## src/rtl/trigger_pkg.sv

```systemverilog
// Shared types, default parameters and helpers for the coincidence trigger.
package trigger_pkg;

  localparam int unsigned DEF_WIDTH     = 12;
  localparam int unsigned DEF_N_CH      = 4;
  localparam int unsigned DEF_DT_WIDTH  = 30;
  localparam int unsigned DEF_WIN_WIDTH = 8;

  // Upper bound on channel count and the width needed to count up to it.
  localparam int unsigned MAX_CH = 16;
  localparam int unsigned POP_W  = 5;

  typedef enum logic {
    IDLE = 1'b0,
    DEAD = 1'b1
  } state_t;

  // Number of set bits in a channel vector.
  function automatic logic [POP_W-1:0] popcount(input logic [MAX_CH-1:0] v);
    logic [POP_W-1:0] n;
    n = '0;
    for (int i = 0; i < int'(MAX_CH); i++) begin
      n = n + POP_W'(v[i]);
    end
    return n;
  endfunction

endpackage

```

## src/rtl/trigger_coinc_channel.sv

```systemverilog
// One trigger channel: rising threshold crossing detector and coincidence window.
// Optional feature macro: TRIG_HYSTERESIS_EN (adds hyst input and re-arm logic).
module trigger_channel
  import trigger_pkg::*;
#(
  parameter int unsigned WIDTH     = DEF_WIDTH,
  parameter int unsigned WIN_WIDTH = DEF_WIN_WIDTH
) (
  input  logic                    clk,
  input  logic                    reset,
  input  logic signed [WIDTH-1:0] data_in,
  input  logic signed [WIDTH-1:0] threshold,
`ifdef TRIG_HYSTERESIS_EN
  input  logic [WIDTH-1:0]        hyst,
`endif
  input  logic [WIN_WIDTH-1:0]    coinc_window,
  input  logic                    win_en,
  input  logic                    win_clr,
  output logic                    ch_hit,
  output logic                    active_c
);

  logic signed [WIDTH-1:0] prev;
  logic                    prev_valid;
  logic [WIN_WIDTH-1:0]    win_cnt;
  logic                    cross_c;
  logic                    hit_c;

  assign cross_c = prev_valid && (prev < threshold) && (data_in >= threshold);

`ifdef TRIG_HYSTERESIS_EN
  logic                    armed;
  logic signed [WIDTH+1:0] thr_x;
  logic signed [WIDTH+1:0] hyst_x;
  logic signed [WIDTH+1:0] data_x;
  logic                    below_c;

  // Re-arm level computed with headroom so no threshold/hyst pair can wrap.
  assign thr_x   = (WIDTH+2)'(threshold);
  assign hyst_x  = signed'((WIDTH+2)'(hyst));
  assign data_x  = (WIDTH+2)'(data_in);
  assign below_c = data_x < (thr_x - hyst_x);
  assign hit_c   = cross_c && armed;

  // Armed flag: cleared by an accepted crossing, restored once well below threshold.
  always_ff @(posedge clk) begin
    if (!reset) begin
      armed <= 1'b1;
    end else if (hit_c) begin
      armed <= 1'b0;
    end else if (below_c) begin
      armed <= 1'b1;
    end
  end
`else
  assign hit_c = cross_c;
`endif

  // Previous-sample history and the registered one-cycle hit flag.
  always_ff @(posedge clk) begin
    if (!reset) begin
      prev       <= '0;
      prev_valid <= 1'b0;
      ch_hit     <= 1'b0;
    end else begin
      prev       <= data_in;
      prev_valid <= 1'b1;
      ch_hit     <= hit_c;
    end
  end

  // Coincidence window: reload on a hit while idle, flush when a trigger fires.
  always_ff @(posedge clk) begin
    if (!reset) begin
      win_cnt <= '0;
    end else if (win_clr) begin
      win_cnt <= '0;
    end else if (ch_hit && win_en) begin
      win_cnt <= coinc_window;
    end else if (win_cnt != '0) begin
      win_cnt <= win_cnt - WIN_WIDTH'(1);
    end
  end

  assign active_c = ch_hit || (win_cnt != '0);

endmodule

```

## src/rtl/trigger_coinc.sv

```systemverilog
// N-channel threshold trigger with coincidence window, majority logic and dead time.
// Optional feature macro: TRIG_HYSTERESIS_EN (per-channel hysteresis re-arm).
module trigger_coinc
  import trigger_pkg::*;
#(
  parameter int unsigned WIDTH     = DEF_WIDTH,
  parameter int unsigned N_CH      = DEF_N_CH,
  parameter int unsigned DT_WIDTH  = DEF_DT_WIDTH,
  parameter int unsigned WIN_WIDTH = DEF_WIN_WIDTH
) (
  input  logic                       clk,
  input  logic                       reset,
  input  logic [N_CH*WIDTH-1:0]      data_in,
  input  logic [N_CH*WIDTH-1:0]      threshold,
`ifdef TRIG_HYSTERESIS_EN
  input  logic [WIDTH-1:0]           hyst,
`endif
  input  logic [N_CH-1:0]            ch_mask,
  input  logic [$clog2(N_CH+1)-1:0]  majority,
  input  logic [WIN_WIDTH-1:0]       coinc_window,
  input  logic [DT_WIDTH-1:0]        disable_time,
  output logic [N_CH-1:0]            ch_hit,
  output logic                       pulse_out,
  output logic [31:0]                trig_count
);

  state_t              state;
  logic [DT_WIDTH-1:0] dt_cnt;
  logic [N_CH-1:0]     active_c;
  logic [POP_W-1:0]    n_act_c;
  logic                fire_c;

  // Per-channel crossing detectors.
  for (genvar i = 0; i < int'(N_CH); i++) begin : g_ch
    trigger_channel #(
      .WIDTH     (WIDTH),
      .WIN_WIDTH (WIN_WIDTH)
    ) u_ch (
      .clk          (clk),
      .reset        (reset),
      .data_in      (data_in[i*WIDTH +: WIDTH]),
      .threshold    (threshold[i*WIDTH +: WIDTH]),
`ifdef TRIG_HYSTERESIS_EN
      .hyst         (hyst),
`endif
      .coinc_window (coinc_window),
      .win_en       (state == IDLE),
      .win_clr      (fire_c),
      .ch_hit       (ch_hit[i]),
      .active_c     (active_c[i])
    );
  end

  // Majority decision over the masked active channels.
  assign n_act_c = popcount(MAX_CH'(active_c & ch_mask));
  assign fire_c  = (state == IDLE) && (majority != '0) && (n_act_c >= POP_W'(majority));

  // Trigger FSM: pulse and dead time share one counter; disable_time latched at fire.
  always_ff @(posedge clk) begin
    if (!reset) begin
      state      <= IDLE;
      pulse_out  <= 1'b0;
      dt_cnt     <= '0;
      trig_count <= '0;
    end else begin
      case (state)
        IDLE: begin
          if (fire_c) begin
            state     <= DEAD;
            pulse_out <= 1'b1;
            dt_cnt    <= (disable_time == '0) ? DT_WIDTH'(1) : disable_time;
            if (trig_count != '1) begin
              trig_count <= trig_count + 32'd1;
            end
          end
        end
        DEAD: begin
          if (dt_cnt <= DT_WIDTH'(1)) begin
            state     <= IDLE;
            pulse_out <= 1'b0;
            dt_cnt    <= '0;
          end else begin
            dt_cnt <= dt_cnt - DT_WIDTH'(1);
          end
        end
        default: begin
          state     <= IDLE;
          pulse_out <= 1'b0;
          dt_cnt    <= '0;
        end
      endcase
    end
  end

endmodule
```

## config.mk

```make
export PLATFORM = sky130hd
export DESIGN_NAME = trigger_coinc
export DESIGN_NICKNAME = d
export VERILOG_FILES = /design/src/rtl/trigger_pkg.sv /design/src/rtl/trigger_coinc_channel.sv /design/src/rtl/trigger_coinc.sv
export SDC_FILE = /design/constraint.sdc
export NUM_CORES = 1
export LEC_CHECK = 0
export CAP_MARGIN = 10
export CORE_AREA = 2 2 166 168
export CTS_CLUSTER_SIZE = 20
export DETAILED_ROUTE_END_ITERATION = 12
export DIE_AREA = 0 0 168 170
export SLEW_MARGIN = 20
export SYNTH_ARGS = -nofsm -noshare
export SYNTH_HDL_FRONTEND = slang
export SYNTH_SLANG_ARGS = --single-unit
```

## constraint.sdc

```tcl
create_clock -name clk -period 9.2 [get_ports clk]
set_input_delay 2.76 -clock clk [delete_from_list [all_inputs] [get_ports clk]]
set_output_delay 2.76 -clock clk [all_outputs]
set_load 0.02 [all_outputs]
```

==> impl_metrics.json, run 1 <==
{
  "hold_viol": 0,
  "cp_max_fo": 26,
  "grt_usage_pct": 17.81,
  "synth.distinct_cells": 67,
  "wl_met3_mm": 1.490,
  "cts_buffers": 17,
  "total_power_mw": 3.078,
  "ys_async_sr_fraction_pct": 0,
  "start_util_pct": 34.62,
  "antenna_found_initial": 2,
  "avgRoutedWirePerCell_um": 15.46,
  "finClkSkew_ns": 0.01964,
  "grt_pass1_wl_mm": 40.65,
  "timing.setup.tns_ns": 0,
  "netlist_area_um2": 9225,
  "place_congestion": 0.8290,
  "viasPerCell": 5.084,
  "drv_slew": 0,
  "rsz0062_at_grt": "no",
  "rows": 60,
  "timing.fmax_mhz": 158.3,
  "startpoint_type": "input pin",
  "yosysWarnings": 0,
  "wirelength_mm": 25.27,
  "endpoint_kind": "flip-flop",
  "crit_chain": "clkdlybuf4s50_1 -> o21ai_0 -> fa_1 -> inv_1 -> ha_1 -> ha_1 -> ha_1 -> nand2_1 -> o21a_1 -> nor3_2 -> buf_4 -> o211ai_1 -> or4_1 -> a21oi_1",
  "antenna_left": 0,
  "finalSetupViolCount": 0,
  "grt_pass1_vias": 8140,
  "worst_path_largest_cell_delay_ns": 0.61,
  "multi_input_area_um2": 5732,
  "avgSynthCellArea_um2": 8.288,
  "finalCritPeriodShare_pct": 68.68,
  "worstSetupPathType": "in -> reg",
  "drc": 0,
  "cts_tree": "done",
  "synth.yosys.seq_area_share_pct": 32.33,
  "die_area_um2": 28560,
  "synthCells": 1113,
  "synth_edf_count": 0,
  "peakVddDrop_uv": 158.1,
  "grt.overflow.total": 0,
  "cts_setup_buffers": 0,
  "fillers": 2659,
  "cap_violations": 0,
  "cts.sinks": 149,
  "core_um2": 26650,
  "cts.repair.resized": 0,
  "min_path_type": "reg -> reg",
  "dr.pass1.iters": 6,
  "syn-num-nets": 1365,
  "status": "completed",
  "min_period_ns": 6.318,
  "m1WireLength_mm": 11.52,
  "num_io_pins": 180,
  "first_iter_violations": 327,
  "slew_headroom_pct": 31.32,
  "clk_latency_ns": 0.43,
  "drive_gt1_share_pct": 4.954,
  "crit_buf_inv": 3,
  "fin_area_um2": 11900,
  "max_slew.worst_pin.slew_ns": 1.026,
  "clk_pin_slew_ns": 0.07,
  "p_leak_nw": 4.966,
  "clk_path_buf_depth": 2,
  "crit_top_cell": "ha_1",
  "num_vias": 8312,
  "critical_path_arrival_ns": 6.67,
  "postCtsHoldBufs": 0,
  "dr.max_layer_used": "met4",
  "htree_levels": 4,
  "die_x_um": 168,
  "cpLargestDelayFamily": "adder cells",
  "wl_met2_mm": 11.86,
  "worstPathRequired_ns": 9.55,
  "synth_seq_cells": 149,
  "port_buffers": 179,
  "fp.dieH_um": 170,
  "area_growth_pct": 29.04,
  "crit_path_top_delay_cell": "or4_1",
  "ys.flop_type": "dfxtp_1",
  "worst-r2r-setup-slack_ns": 4.04,
  "root_buffer": "clkbuf_16",
  "regArea_um2": 2983,
  "p_per_area_nw_per_um2": 258.5,
  "fin_nets": 1531,
  "placed_cell_area_um2": 11300,
  "grt_max_degree": 53,
  "hpwl_mm": 19.03
}
per-layer routing:
metal	track usage, %	vias up
met5	0	-
met4	5.028	0
met3	5.023	28
met2	30.26	174
met1	22.06	3807
li1	-	4303
report_power, final:
part	internal, mW	switching [mW]
clock	0.396	0.310
combinational	0.653	0.813
sequential	0.777	0.128
synthesized netlist by cell type, types with 3 or more instances:
library cell,n,area (µm²)
clkbuf_1,29,108.9
xnor2_1,29,254.0
nand2b_1,13,81.33
a211oi_1,25,187.7
nand4b_1,4,35.03
xor2_1,28,245.2
ha_1,108,1351
or3_1,15,93.84
or4_1,14,105.1
nor3b_1,3,22.52
a222oi_1,6,60.06
o31ai_1,11,82.58
o21ai_0,30,150.1
and4_1,3,26.28
nor4_1,27,168.9
and3_1,5,31.28
a21o_1,13,97.59
nor2b_1,9,56.30
mux2i_1,6,60.06
o211ai_1,6,45.04
a21oi_1,73,365.4
nor3_1,29,145.1
nand2_1,84,315.3
inv_1,86,322.8
o21a_1,6,45.04
and2_1,52,325.3
a22oi_1,6,45.04
buf_4,4,30.03
a31oi_1,4,25.02
nand4_1,31,193.9
nand3b_1,6,45.04
nand3_1,34,170.2
dfxtp_1,149,2983
a2111oi_0,4,35.03
buf_6,4,45.04
mux2_2,8,90.09
nor2_1,111,416.7
final timing paths:
| check | start | endpoint | cells after the start |
|---|---|---|---|
| min reg2reg | pulse_out | pulse_out | 2 |
| min | pulse_out | pulse_out | 2 |
| max reg2reg | g_ch[3].u_ch.win_cnt[2] | trig_count[21] | 16 |
| max | ch_mask[0] | trig_count[21] | 14 |
cell usage in the layout, fill, tap and decap left out, types with 14 or more instances in the layout:
| cell type | synthesis | layout |
|---|---|---|
| a211oi_1 | 25 | 25 |
| a21oi_1 | 73 | 73 |
| and2_1 | 52 | 52 |
| clkbuf_16 | 0 | 17 |
| clkdlybuf4s50_1 | 0 | 178 |
| dfxtp_1 | 149 | 149 |
| ha_1 | 108 | 108 |
| inv_1 | 86 | 86 |
| nand2_1 | 84 | 83 |
| nand3_1 | 34 | 34 |
| nand4_1 | 31 | 31 |
| nor2_1 | 111 | 111 |
| nor3_1 | 29 | 28 |
| nor4_1 | 27 | 26 |
| o21ai_0 | 30 | 30 |
| or3_1 | 15 | 15 |
| or4_1 | 14 | 14 |
| xnor2_1 | 29 | 29 |
| xor2_1 | 28 | 28 |
tightest hold or removal path: stages, from the launching register on:
cell	delay (ns)
dfxtp_1	0.32
o21ai_0	0.07
a21oi_1	0.06
cell type report:
cell class                      count  area share [%]
Sequential cell                   149           25.06
Timing Repair Buffer              186           15.45
Clock inverter                     13           1.167
Inverter                           87           2.743
Clock buffer                       19           3.805
Antenna cell                        2         0.04204
Tap cell                          341           3.584
Multi-Input combinational cell    838           48.15
registers in the layout, summed over array words and instances, names as in the netlist:
name / flops
pulse_out: 1
trig_count: 32
g_ch.u_ch.win_cnt: 32
g_ch.u_ch.prev: 48
dt_cnt: 30
g_ch.u_ch.ch_hit: 4
state: 1
g_ch.u_ch.prev_valid: 1
per-stage QoR:
stage / hold slack [ns] / cells / util (%) / worst slack (ns)
6_report: 0.5032 / 1635 / 44.67 / 2.882
3_5_place_dp: 0.4988 / 1601 / 42.40 / 2.446
3_3_place_gp: 0.4830 / 1601 / 42.39 / 2.374
5_1_grt: 0.5369 / 1633 / 44.65 / 2.590
4_1_cts: 0.5125 / 1633 / 44.62 / 2.914
2_1_floorplan: 0.4567 / 1113 / - / 3.254
cell families (layout without fill, tap and decap cells):
group	Yosys count	count (layout)	synth area share, %
buffers and inverters	126	305	5.737
other	0	2	0
adders and majority gates	109	109	14.87
AOI/OAI and AO/OA	209	209	14.80
muxes	14	14	1.628
xor gates and xnor gates	57	57	5.412
and+or+nand+nor	449	449	25.23
DFF	149	149	32.33
Power figures use the tool's default switching activity.
==> run 2, diff against run 1 <==
- clock period: 9.2 -> 5.2 ns (I/O delays scaled with it)
==> run 2 against run 1 <==
Combinational power rose by 86%. Largest power group unchanged. Critical path depth rose by 1. Clock skew shrank 0.0032 ns. Register-to-register slack got worse by 3.3 ns. Clock power grew 87%. Largest cell class unchanged. Via count rose by 0.59%. Utilization up 0.47 points. Sequential share of layout area shrank 0.26 points. Clock-buffer cell count increased by 1. Non-clock buffer count is 10 higher.
==> impl_metrics.json, run 2 (synthesized netlist as in run 1, its figures left out) <==
{
  "hpwl_mm": 19.17,
  "min_path_type": "reg -> reg",
  "reg2reg_to": "trig_count[23]",
  "finalCritPeriodShare_pct": 91.66,
  "dp_worst_setup_slack_ns": 0.01220,
  "critical_path_arrival_ns": 5.09,
  "cts_buffers": 17,
  "startpoint_type": "input pin",
  "p_leak_nw": 5.032,
  "area_growth_pct": 30.41,
  "largest_reg_flops": 48,
  "drv_slew": 0,
  "p_switching_mw": 2.229,
  "layout_commonest_cell": "clkdlybuf4s50_1",
  "fillers": 2610,
  "num_io_pins": 180,
  "fin_nets": 1541,
  "sw_frac_of_total_pct": 39.41,
  "grt_pass1_vias": 8057,
  "clk_latency_ns": 0.42,
  "fin_area_um2": 12030,
  "antenna_found_initial": 2,
  "cp_max_fo": 15,
  "num_vias": 8361,
  "reg.largest.list": "g_ch.u_ch.prev x48, g_ch.u_ch.win_cnt x32, trig_count x32",
  "p_clk_share_pct": 23.3,
  "placed_cell_area_um2": 11400,
  "max_slew.worst_pin.slew_ns": 1.006,
  "start_util_pct": 34.62,
  "endpoint_kind": "flip-flop",
  "worstSetupPathType": "in -> reg",
  "reg2reg_depth": 17,
  "hold_viol": 0,
  "cts.sinks": 149,
  "die_area_um2": 28560,
  "internal_power_mw": 3.427,
  "seqPwrFrac_pct": 28.3,
  "rsz0062_at_grt": "no",
  "clk_pin_slew_ns": 0.07,
  "dr.pass1.iters": 4,
  "cap_violations": 0,
  "layout.cells.non_filler": 1645,
  "first_iter_violations": 432,
  "finalSetupViolCount": 0,
  "worst-r2r-setup-slack_ns": 0.71,
  "worstPathRequired_ns": 5.52,
  "total_power_mw": 5.656,
  "core_um2": 26650,
  "grt_usage_pct": 17.87,
  "wirelength_mm": 25.46,
  "finClkSkew_ns": 0.01646,
  "htree_levels": 4,
  "grt_pass1_wl_mm": 40.74,
  "antenna_left": 0,
  "slew_headroom_pct": 32.33,
  "grt.overflow.total": 0,
  "hold-worst-slack_ns": 0.5054,
  "drive_gt1_share_pct": 5.453,
  "port_buffers": 179,
  "peakVddDrop_uv": 260.3,
  "rows": 60,
  "timing.fmax_mhz": 209.8,
  "avgRoutedWirePerCell_um": 15.47,
  "fp.dieH_um": 170,
  "viasPerCell": 5.083,
  "min_period_ns": 4.766,
  "status": "completed",
  "combPwrFrac_pct": 48.3,
  "clk_path_buf_depth": 2,
  "cts_setup_buffers": 0,
  "crit_path_end": "trig_count[23]",
  "root_buffer": "clkbuf_16",
  "drc": 0,
  "crit_start": "ch_mask[0]",
  "cts_tree": "done",
  "timing.setup.tns_ns": 0,
  "final_core_util_pct": 45.14,
  "whs_path_depth": 2,
  "p_per_area_nw_per_um2": 470.2,
  "dp_cells": 1611,
  "grt_max_degree": 53,
  "layout_common_cells": "clkdlybuf4s50_1, dfxtp_1, nor2_1, ha_1, inv_1",
  "largest_register": "g_ch.u_ch.prev",
  "cts.repair.resized": 0,
  "layout_setup_ws_ns": 0.4337,
  "place_congestion": 0.8468,
  "postCtsHoldBufs": 0,
  "die_x_um": 168,
  "r2r-start": "g_ch[1].u_ch.win_cnt[2]"
}
[run 2: cell types whose count changed in the layout (fill, tap and decap cells not counted), moves of 2 or more]
cell / previous run / this run
buf_12: 0 / 2
buf_4: 7 / 15
bufinv_16: 1 / 3
clkinv_4: 6 / 3
[run 2: worst min path at each step]
stage / start / to / slack, ns
after detailed placement: trig_count[11] / trig_count[11] / 0.50
after CTS: dt_cnt[20] / dt_cnt[20] / 0.51
final: trig_count[11] / trig_count[11] / 0.51
after global placement: dt_cnt[20] / dt_cnt[20] / 0.48
after floorplan: dt_cnt[20] / dt_cnt[20] / 0.46
after global routing: trig_count[11] / trig_count[11] / 0.55
[run 2: power by group through the flow]
stage               sequential [mW]  combinational, mW  clock (mW)
floorplan                      1.56               2.00           0
global placement               1.62               2.67           0
detailed placement             1.62               2.71           0
CTS                            1.60               2.73        1.36
global route                   1.64               3.06        1.40
finish                         1.60               2.73        1.32
[run 2: cell type report]
type | count | area (µm²) | share of cell area [%]
Clock inverter | 12 | 168.9 | 1.404
Multi-Input combinational cell | 838 | 5723 | 47.57
Timing Repair Buffer | 196 | 1939 | 16.12
Clock buffer | 20 | 456.7 | 3.796
Tap cell | 341 | 426.7 | 3.547
Sequential cell | 149 | 2983 | 24.79
Inverter | 87 | 327.8 | 2.725
Antenna cell | 2 | 5.005 | 0.04160
[run 2: metal layers]
| layer | global-route usage [%] | vias up | wire (µm) |
|---|---|---|---|
| li1 | - | 4315 | - |
| met1 | 23.13 | 3833 | 11900 |
| met2 | 29.59 | 194 | 11660 |
| met3 | 4.651 | 19 | 1537 |
| met4 | 4.650 | 0 | 359 |
| met5 | 0 | - | 0 |
[run 2: worst max-delay path, cell delays in order]
cell,delay [ns]
clkdlybuf4s50_1,0.49
o21ai_0,0.14
fa_1,0.58
inv_1,0.05
ha_1,0.19
ha_1,0.27
ha_1,0.27
nand2_1,0.05
o21a_1,0.19
nor3_2,0.14
buf_4,0.21
o211ai_1,0.13
buf_4,0.20
or4_1,0.47
a21oi_1,0.15
==> run 3, diff against run 2 <==
- SETUP_SLACK_MARGIN: unset -> 0.2
==> results of run 3 <==
No change in the layout: final DEF, timing and power equal those of run 2.
